**src/rtl/uart_ctrl_pkg.sv**
```systemverilog
// rtl/uart_ctrl_pkg.sv - register map, bit positions and TX state encoding for uart_ctrl
package uart_ctrl_pkg;

  localparam logic [1:0] ADDR_DATA   = 2'd0;
  localparam logic [1:0] ADDR_STATUS = 2'd1;
  localparam logic [1:0] ADDR_CTRL   = 2'd2;
  localparam logic [1:0] ADDR_RXCNT  = 2'd3;

  localparam int ST_RX_AVAIL   = 0;
  localparam int ST_RX_FULL    = 1;
  localparam int ST_TX_EMPTY   = 2;
  localparam int ST_TX_FULL    = 3;
  localparam int ST_RX_OVERRUN = 4;
  localparam int ST_TX_BUSY    = 5;

  localparam int CTRL_RX_IRQ_EN       = 0;
  localparam int CTRL_TX_EMPTY_IRQ_EN = 1;
  localparam int CTRL_CLR_OVERRUN     = 7;

  typedef enum logic {
    TX_IDLE = 1'b0,
    TX_SEND = 1'b1
  } tx_state_t;

endpackage

```
**src/rtl/uart_ctrl_fifo.sv**
```systemverilog
// rtl/uart_ctrl_fifo.sv - first-word-fall-through FIFO with simultaneous push/pop
module uart_ctrl_fifo #(
  parameter int DEPTH = 16,
  parameter int WIDTH = 8
) (
  input  logic                     clk,
  input  logic                     rst,
  input  logic                     push,
  input  logic [WIDTH-1:0]         push_data,
  input  logic                     pop,
  output logic [WIDTH-1:0]         head,
  output logic                     full,
  output logic                     empty,
  output logic [$clog2(DEPTH):0]   count
);
  localparam int AW = $clog2(DEPTH);

  logic [WIDTH-1:0] mem [DEPTH];
  logic [AW:0]      wptr;
  logic [AW:0]      rptr;
  logic             do_push;
  logic             do_pop;

  assign empty   = (wptr == rptr);
  assign full    = (wptr[AW] != rptr[AW]) && (wptr[AW-1:0] == rptr[AW-1:0]);
  assign count   = wptr - rptr;
  assign head    = mem[rptr[AW-1:0]];
  assign do_pop  = pop && !empty;
  // A pop in the same cycle frees the slot, so a push into a full FIFO is still taken.
  assign do_push = push && (!full || do_pop);

  always_ff @(posedge clk) begin
    if (do_push) begin
      mem[wptr[AW-1:0]] <= push_data;
    end
  end

  always_ff @(posedge clk) begin
    if (rst) begin
      wptr <= '0;
      rptr <= '0;
    end else begin
      if (do_push) wptr <= wptr + (AW+1)'(1);
      if (do_pop)  rptr <= rptr + (AW+1)'(1);
    end
  end

endmodule

```
**src/rtl/uart_ctrl.sv**
```systemverilog
// rtl/uart_ctrl.sv - CPU-bus register front end that buffers and sequences bytes for the UART core
module uart_ctrl
  import uart_ctrl_pkg::*;
#(
  parameter int TX_DEPTH = 16,
  parameter int RX_DEPTH = 16
) (
  input  logic       clk,
  input  logic       rst,
  input  logic [1:0] bus_addr,
  input  logic       bus_wr,
  input  logic       bus_rd,
  input  logic [7:0] bus_wdata,
  output logic [7:0] bus_rdata,
  output logic       bus_rdata_valid,
  output logic       irq,
  output logic [7:0] u_tx_data,
  output logic       u_tx_data_valid,
  input  logic       u_tx_data_ack,
  input  logic [7:0] u_rx_data,
  input  logic       u_rx_data_fresh
);
  localparam int TXC = $clog2(TX_DEPTH) + 1;
  localparam int RXC = $clog2(RX_DEPTH) + 1;

  tx_state_t      tx_state;
  logic           rx_irq_en;
  logic           tx_empty_irq_en;
  logic           rx_overrun;

  logic           tx_push;
  logic           tx_pop;
  logic           tx_full;
  logic           tx_empty;
  logic [7:0]     tx_head;
  logic [TXC-1:0] tx_count;

  logic           rx_pop;
  logic           rx_full;
  logic           rx_empty;
  logic           rx_drop;
  logic [7:0]     rx_head;
  logic [RXC-1:0] rx_count;

  logic           tx_busy;
  logic [7:0]     status;
  logic [7:0]     rd_mux;

  assign tx_busy = (tx_state != TX_IDLE);
  assign tx_push = bus_wr && (bus_addr == ADDR_DATA);
  assign tx_pop  = (tx_state == TX_SEND) && u_tx_data_ack;
  assign rx_pop  = bus_rd && (bus_addr == ADDR_DATA);
  // A byte arriving into a full RX FIFO survives only if a DATA read frees a slot that cycle.
  assign rx_drop = u_rx_data_fresh && rx_full && !rx_pop;

  uart_ctrl_fifo #(.DEPTH(TX_DEPTH), .WIDTH(8)) tx_fifo (
    .clk       (clk),
    .rst       (rst),
    .push      (tx_push),
    .push_data (bus_wdata),
    .pop       (tx_pop),
    .head      (tx_head),
    .full      (tx_full),
    .empty     (tx_empty),
    .count     (tx_count)
  );

  uart_ctrl_fifo #(.DEPTH(RX_DEPTH), .WIDTH(8)) rx_fifo (
    .clk       (clk),
    .rst       (rst),
    .push      (u_rx_data_fresh),
    .push_data (u_rx_data),
    .pop       (rx_pop),
    .head      (rx_head),
    .full      (rx_full),
    .empty     (rx_empty),
    .count     (rx_count)
  );

  always_comb begin
    status                = '0;
    status[ST_RX_AVAIL]   = !rx_empty;
    status[ST_RX_FULL]    = rx_full;
    status[ST_TX_EMPTY]   = tx_empty;
    status[ST_TX_FULL]    = tx_full;
    status[ST_RX_OVERRUN] = rx_overrun;
    status[ST_TX_BUSY]    = tx_busy;
  end

  always_comb begin
    rd_mux = '0;
    case (bus_addr)
      ADDR_DATA:   rd_mux = rx_empty ? 8'h00 : rx_head;
      ADDR_STATUS: rd_mux = status;
      ADDR_CTRL: begin
        rd_mux[CTRL_RX_IRQ_EN]       = rx_irq_en;
        rd_mux[CTRL_TX_EMPTY_IRQ_EN] = tx_empty_irq_en;
      end
      default:     rd_mux = 8'(rx_count);
    endcase
  end

  always_ff @(posedge clk) begin
    if (rst) begin
      bus_rdata       <= '0;
      bus_rdata_valid <= 1'b0;
      irq             <= 1'b0;
      rx_irq_en       <= 1'b0;
      tx_empty_irq_en <= 1'b0;
      rx_overrun      <= 1'b0;
    end else begin
      bus_rdata_valid <= bus_rd;
      if (bus_rd) bus_rdata <= rd_mux;
      if (bus_wr && (bus_addr == ADDR_CTRL)) begin
        rx_irq_en       <= bus_wdata[CTRL_RX_IRQ_EN];
        tx_empty_irq_en <= bus_wdata[CTRL_TX_EMPTY_IRQ_EN];
        if (bus_wdata[CTRL_CLR_OVERRUN]) rx_overrun <= 1'b0;
      end
      // A new overrun wins over a clear written in the same cycle.
      if (rx_drop) rx_overrun <= 1'b1;
      irq <= (rx_irq_en && !rx_empty) ||
             (tx_empty_irq_en && tx_empty && !tx_busy) ||
             rx_overrun;
    end
  end

  always_ff @(posedge clk) begin
    if (rst) begin
      tx_state        <= TX_IDLE;
      u_tx_data       <= '0;
      u_tx_data_valid <= 1'b0;
    end else begin
      case (tx_state)
        TX_IDLE: begin
          if (tx_count != '0) begin
            u_tx_data       <= tx_head;
            u_tx_data_valid <= 1'b1;
            tx_state        <= TX_SEND;
          end
        end
        TX_SEND: begin
          if (u_tx_data_ack) begin
            u_tx_data_valid <= 1'b0;
            tx_state        <= TX_IDLE;
          end
        end
      endcase
    end
  end

endmodule

```
**config.mk**
```make
export PLATFORM = sky130hd
export DESIGN_NAME = uart_ctrl
export DESIGN_NICKNAME = d
export VERILOG_FILES = /design/src/rtl/uart_ctrl_pkg.sv /design/src/rtl/uart_ctrl_fifo.sv /design/src/rtl/uart_ctrl.sv
export SDC_FILE = /design/constraint.sdc
export NUM_CORES = 1
export LEC_CHECK = 0
export ABC_AREA = 1
export CELL_PAD_IN_SITES_DETAIL_PLACEMENT = 1
export CELL_PAD_IN_SITES_GLOBAL_PLACEMENT = 1
export CORE_MARGIN = 5
export CORE_UTILIZATION = 40
export DETAILED_ROUTE_END_ITERATION = 10
export HOLD_SLACK_MARGIN = 0.12
export PLACE_DENSITY = 0.78
export SETUP_SLACK_MARGIN = 0.05
export SYNTH_ARGS = -nofsm -noshare
export SYNTH_HDL_FRONTEND = slang
export SYNTH_SLANG_ARGS = --single-unit
```
**constraint.sdc**
```tcl
create_clock -name clk -period 2.2 [get_ports clk]
set_input_delay 0.66 -clock clk [delete_from_list [all_inputs] [get_ports clk]]
set_output_delay 0.66 -clock clk [all_outputs]
set_load 0.05 [all_outputs]
```
==> metrics.cfg <==
[min_path]
min_path_cells=2
hold_end=bus_rdata[0]
hold_class=flip-flop to flip-flop
holdCritStartpoint=bus_rdata[0]

[clock_network]
cts_tree=built
cts-root-buf=clkbuf_16
cts-buffers-inserted=31
clockBufferDepth=3
cts.sinks=303
insertion_delay_ps=580
cts_hold_buf=0
htreeDepth=1
clk_pin_slew_worst_paths_ps=60

[global_route]
grt_overflow=0
grt_pass1_wl_mm=54.2
track_usage=0.196
grt_pass1_vias=9563
grt_max_degree=68
antenna_found_initial=0

[timing]
finalHoldViolations=0
rsz0062_at_grt=yes
max_freq_ghz=0.471
worst_slew_pin_slew_ps=698
slew_headroom=0.533
clock_skew_ps=22.6
setup_viol=0
period_share=0.964
slew_viol_final=0
period_needed_ps=2120
fin_hold_ws_ps=470

[placement]
place_inst=1569
port_buffers=42
globalplace.congestion=0.850
dpl.hpwl_mm=23.3

[setup_path]
cp-start-kind=flip-flop
crit_required_ps=1540
critical_path.slowest_cell=clkdlybuf4s15_1
crit_family=buffers and inverters
crit_buf_inv=1
reg2reg_from=tx_fifo.wptr[0]
worstReg2RegEnd=tx_busy
crit_arrival_ps=1460
ff2ff_setup_slack_ps=80
reg2reg_depth=8
critPathMaxStageDelay_ps=520
critPathMaxFanout=2
cp_cell_sequence=clkdlybuf4s15_1
worstSetupPathType=flip-flop to output port
end_kind=output port

[drt]
first_iter_violations=758
drtAntennaViolNets=0
vias=8954
drc_errors=0
viasPerCell=5.49
first_pass_iters=5
wirelength_mm=35.9
wl_per_cell_um=22.0

[final_layout]
drive_gt1_frac=0.164
fill_cells=3244
syn2layout_area_growth_pct=21.6
finalNetCount=1256
fin_cells=1631
multiInputGateArea_um2=3600
register_area_um2=8640
num_antenna_cells=0

[job]
cap_violations=0

[floorplanning]
die_x_um=187
core-area_um2=30700
dieArea_um2=34900
io_pins=43
start_util=0.407
std_cell_rows=64
die-height_um=187

[synthesis]
synth.area.top_cells=edfxtp_1 61%, dfxtp_1 7.5%, nor2_1 6.2%
async_flop_share=0
avgSynthCellArea_um2=11.5
netlist_area_um2=12500
yosys.cell_count.top_type=edfxtp_1
ys_warn_count=0
ys_types=40
yosys_register_bits=303
synth_top_area_share=0.614
synth_edf_count=256
synth_common_cells=256 x edfxtp_1, 207 x nor2_1, 137 x o21ai_0
ys_seq_area_frac=0.690
ys.flop_type=edfxtp_1
syn_nets=1136
syn_inst=1092
synth_top_area_cell=edfxtp_1

[power_and_ir_drop]
total_power_uw=13200
leakagePower_uw=0.00543
power.density_nw_per_um2=866
vdd_drop_max_mv=0.648

[run_status]
status=finished clean

## power breakdown
group | total (µW) | leakage [µW] | switching [µW] | internal (µW)
Clock | 5190 | 0.000502 | 2200 | 2990
Sequential | 6420 | 0.00269 | 73.3 | 6340
Combinational | 1560 | 0.00223 | 1060 | 492
Total | 13200 | 0.00543 | 3340 | 9820
## flip-flops by register name (all words and copies together), names as in the netlist, named ones only
register and count:
rx_fifo.mem 128, tx_fifo.mem 128, bus_rdata 8, u_tx_data 8, rx_fifo.rptr 5, rx_fifo.wptr 5
tx_fifo.rptr 5, tx_fifo.wptr 5, bus_rdata_valid 1, irq 1, rx_irq_en 1, rx_overrun 1
tx_busy 1, tx_empty_irq_en 1, u_tx_data_valid 1
## layout by cell type (no fill, tap or decap), types with 5 or more instances in the layout
master           count
o21ai_1             10
dfxtp_2              5
ha_1                15
nand3_1             53
buf_12               6
o21ai_0            135
clkinv_1             5
inv_2                6
o22ai_1             23
nand2_1            108
clkinv_2             8
nand2_4              6
dfxtp_1             41
clkdlybuf4s50_1     23
o211ai_1            33
a21oi_1             37
edfxtp_1           256
clkbuf_16           33
buf_6                7
nor2_1             196
inv_1               48
buf_4               87
nand2_2              6
clkdlybuf4s15_1      6
dlygate4sd2_1        9
clkbuf_1             5
o221ai_1             9
nor2_2               8
## through the flow
step	utilization	TNS (ps)	worst slack, ps	cell area (µm²)
finish	0.495	0	78.5	15200
global route	0.495	-236	-49.3	15200
CTS	0.487	0	24.9	15000
detailed placement	0.454	-92570	-457	13900
global placement	0.454	-77370	-370	13900
floorplan	-	-14500	-164	12600
## logic make-up after synthesis
kind of cell / after synthesis / synth area share
xor+xnor: 8 / 0.00560
fa+ha+maj: 20 / 0.0212
simple gates: 394 / 0.128
flops: 303 / 0.690
compound gates: 256 / 0.115
buf+inv: 111 / 0.0399
## per-layer routing
layer	routed length, µm	share of wire	vias up	GRT usage
met4	1010	0.028	0	0.0569
met3	1950	0.054	70	0.0291
li1	-	-	4124	-
met5	0	0	-	0
met1	14700	0.41	4461	0.249
met2	18200	0.51	299	0.350
## timing repair
action / 4_1_cts / 5_1_grt
endpoints found under the setup margin: 208 / 244
gates resized for setup: 32 / 49
cloned: 0 / 2
setup buffers: 0 / 4
pin swaps: 2 / 8
## layout make-up
type | count | area share
flip-flops and latches | 303 | 0.568
repair buffers | 140 | 0.0823
clock inverters | 16 | 0.00946
inverters | 57 | 0.0147
well taps | 396 | 0.0326
multi-input cells | 679 | 0.236
clock buffers | 40 | 0.0566
## worst max path at each step
stage	startpoint	endpoint	slack (ps)	cells past startpoint
finish	bus_rdata[2]	bus_rdata[2]	80	1
global route	tx_fifo.wptr[0]	u_tx_data_valid	-50	9
CTS	u_tx_data[1]	u_tx_data[1]	20	1
detailed placement	bus_addr[1]	rx_fifo.mem[14][5]	-460	10
global placement	bus_addr[1]	rx_fifo.mem[2][6]	-370	10
floorplan	tx_fifo.rptr[2]	tx_fifo.mem[1][0]	-160	10
No activity file was read; power rests on OpenSTA's default activity.
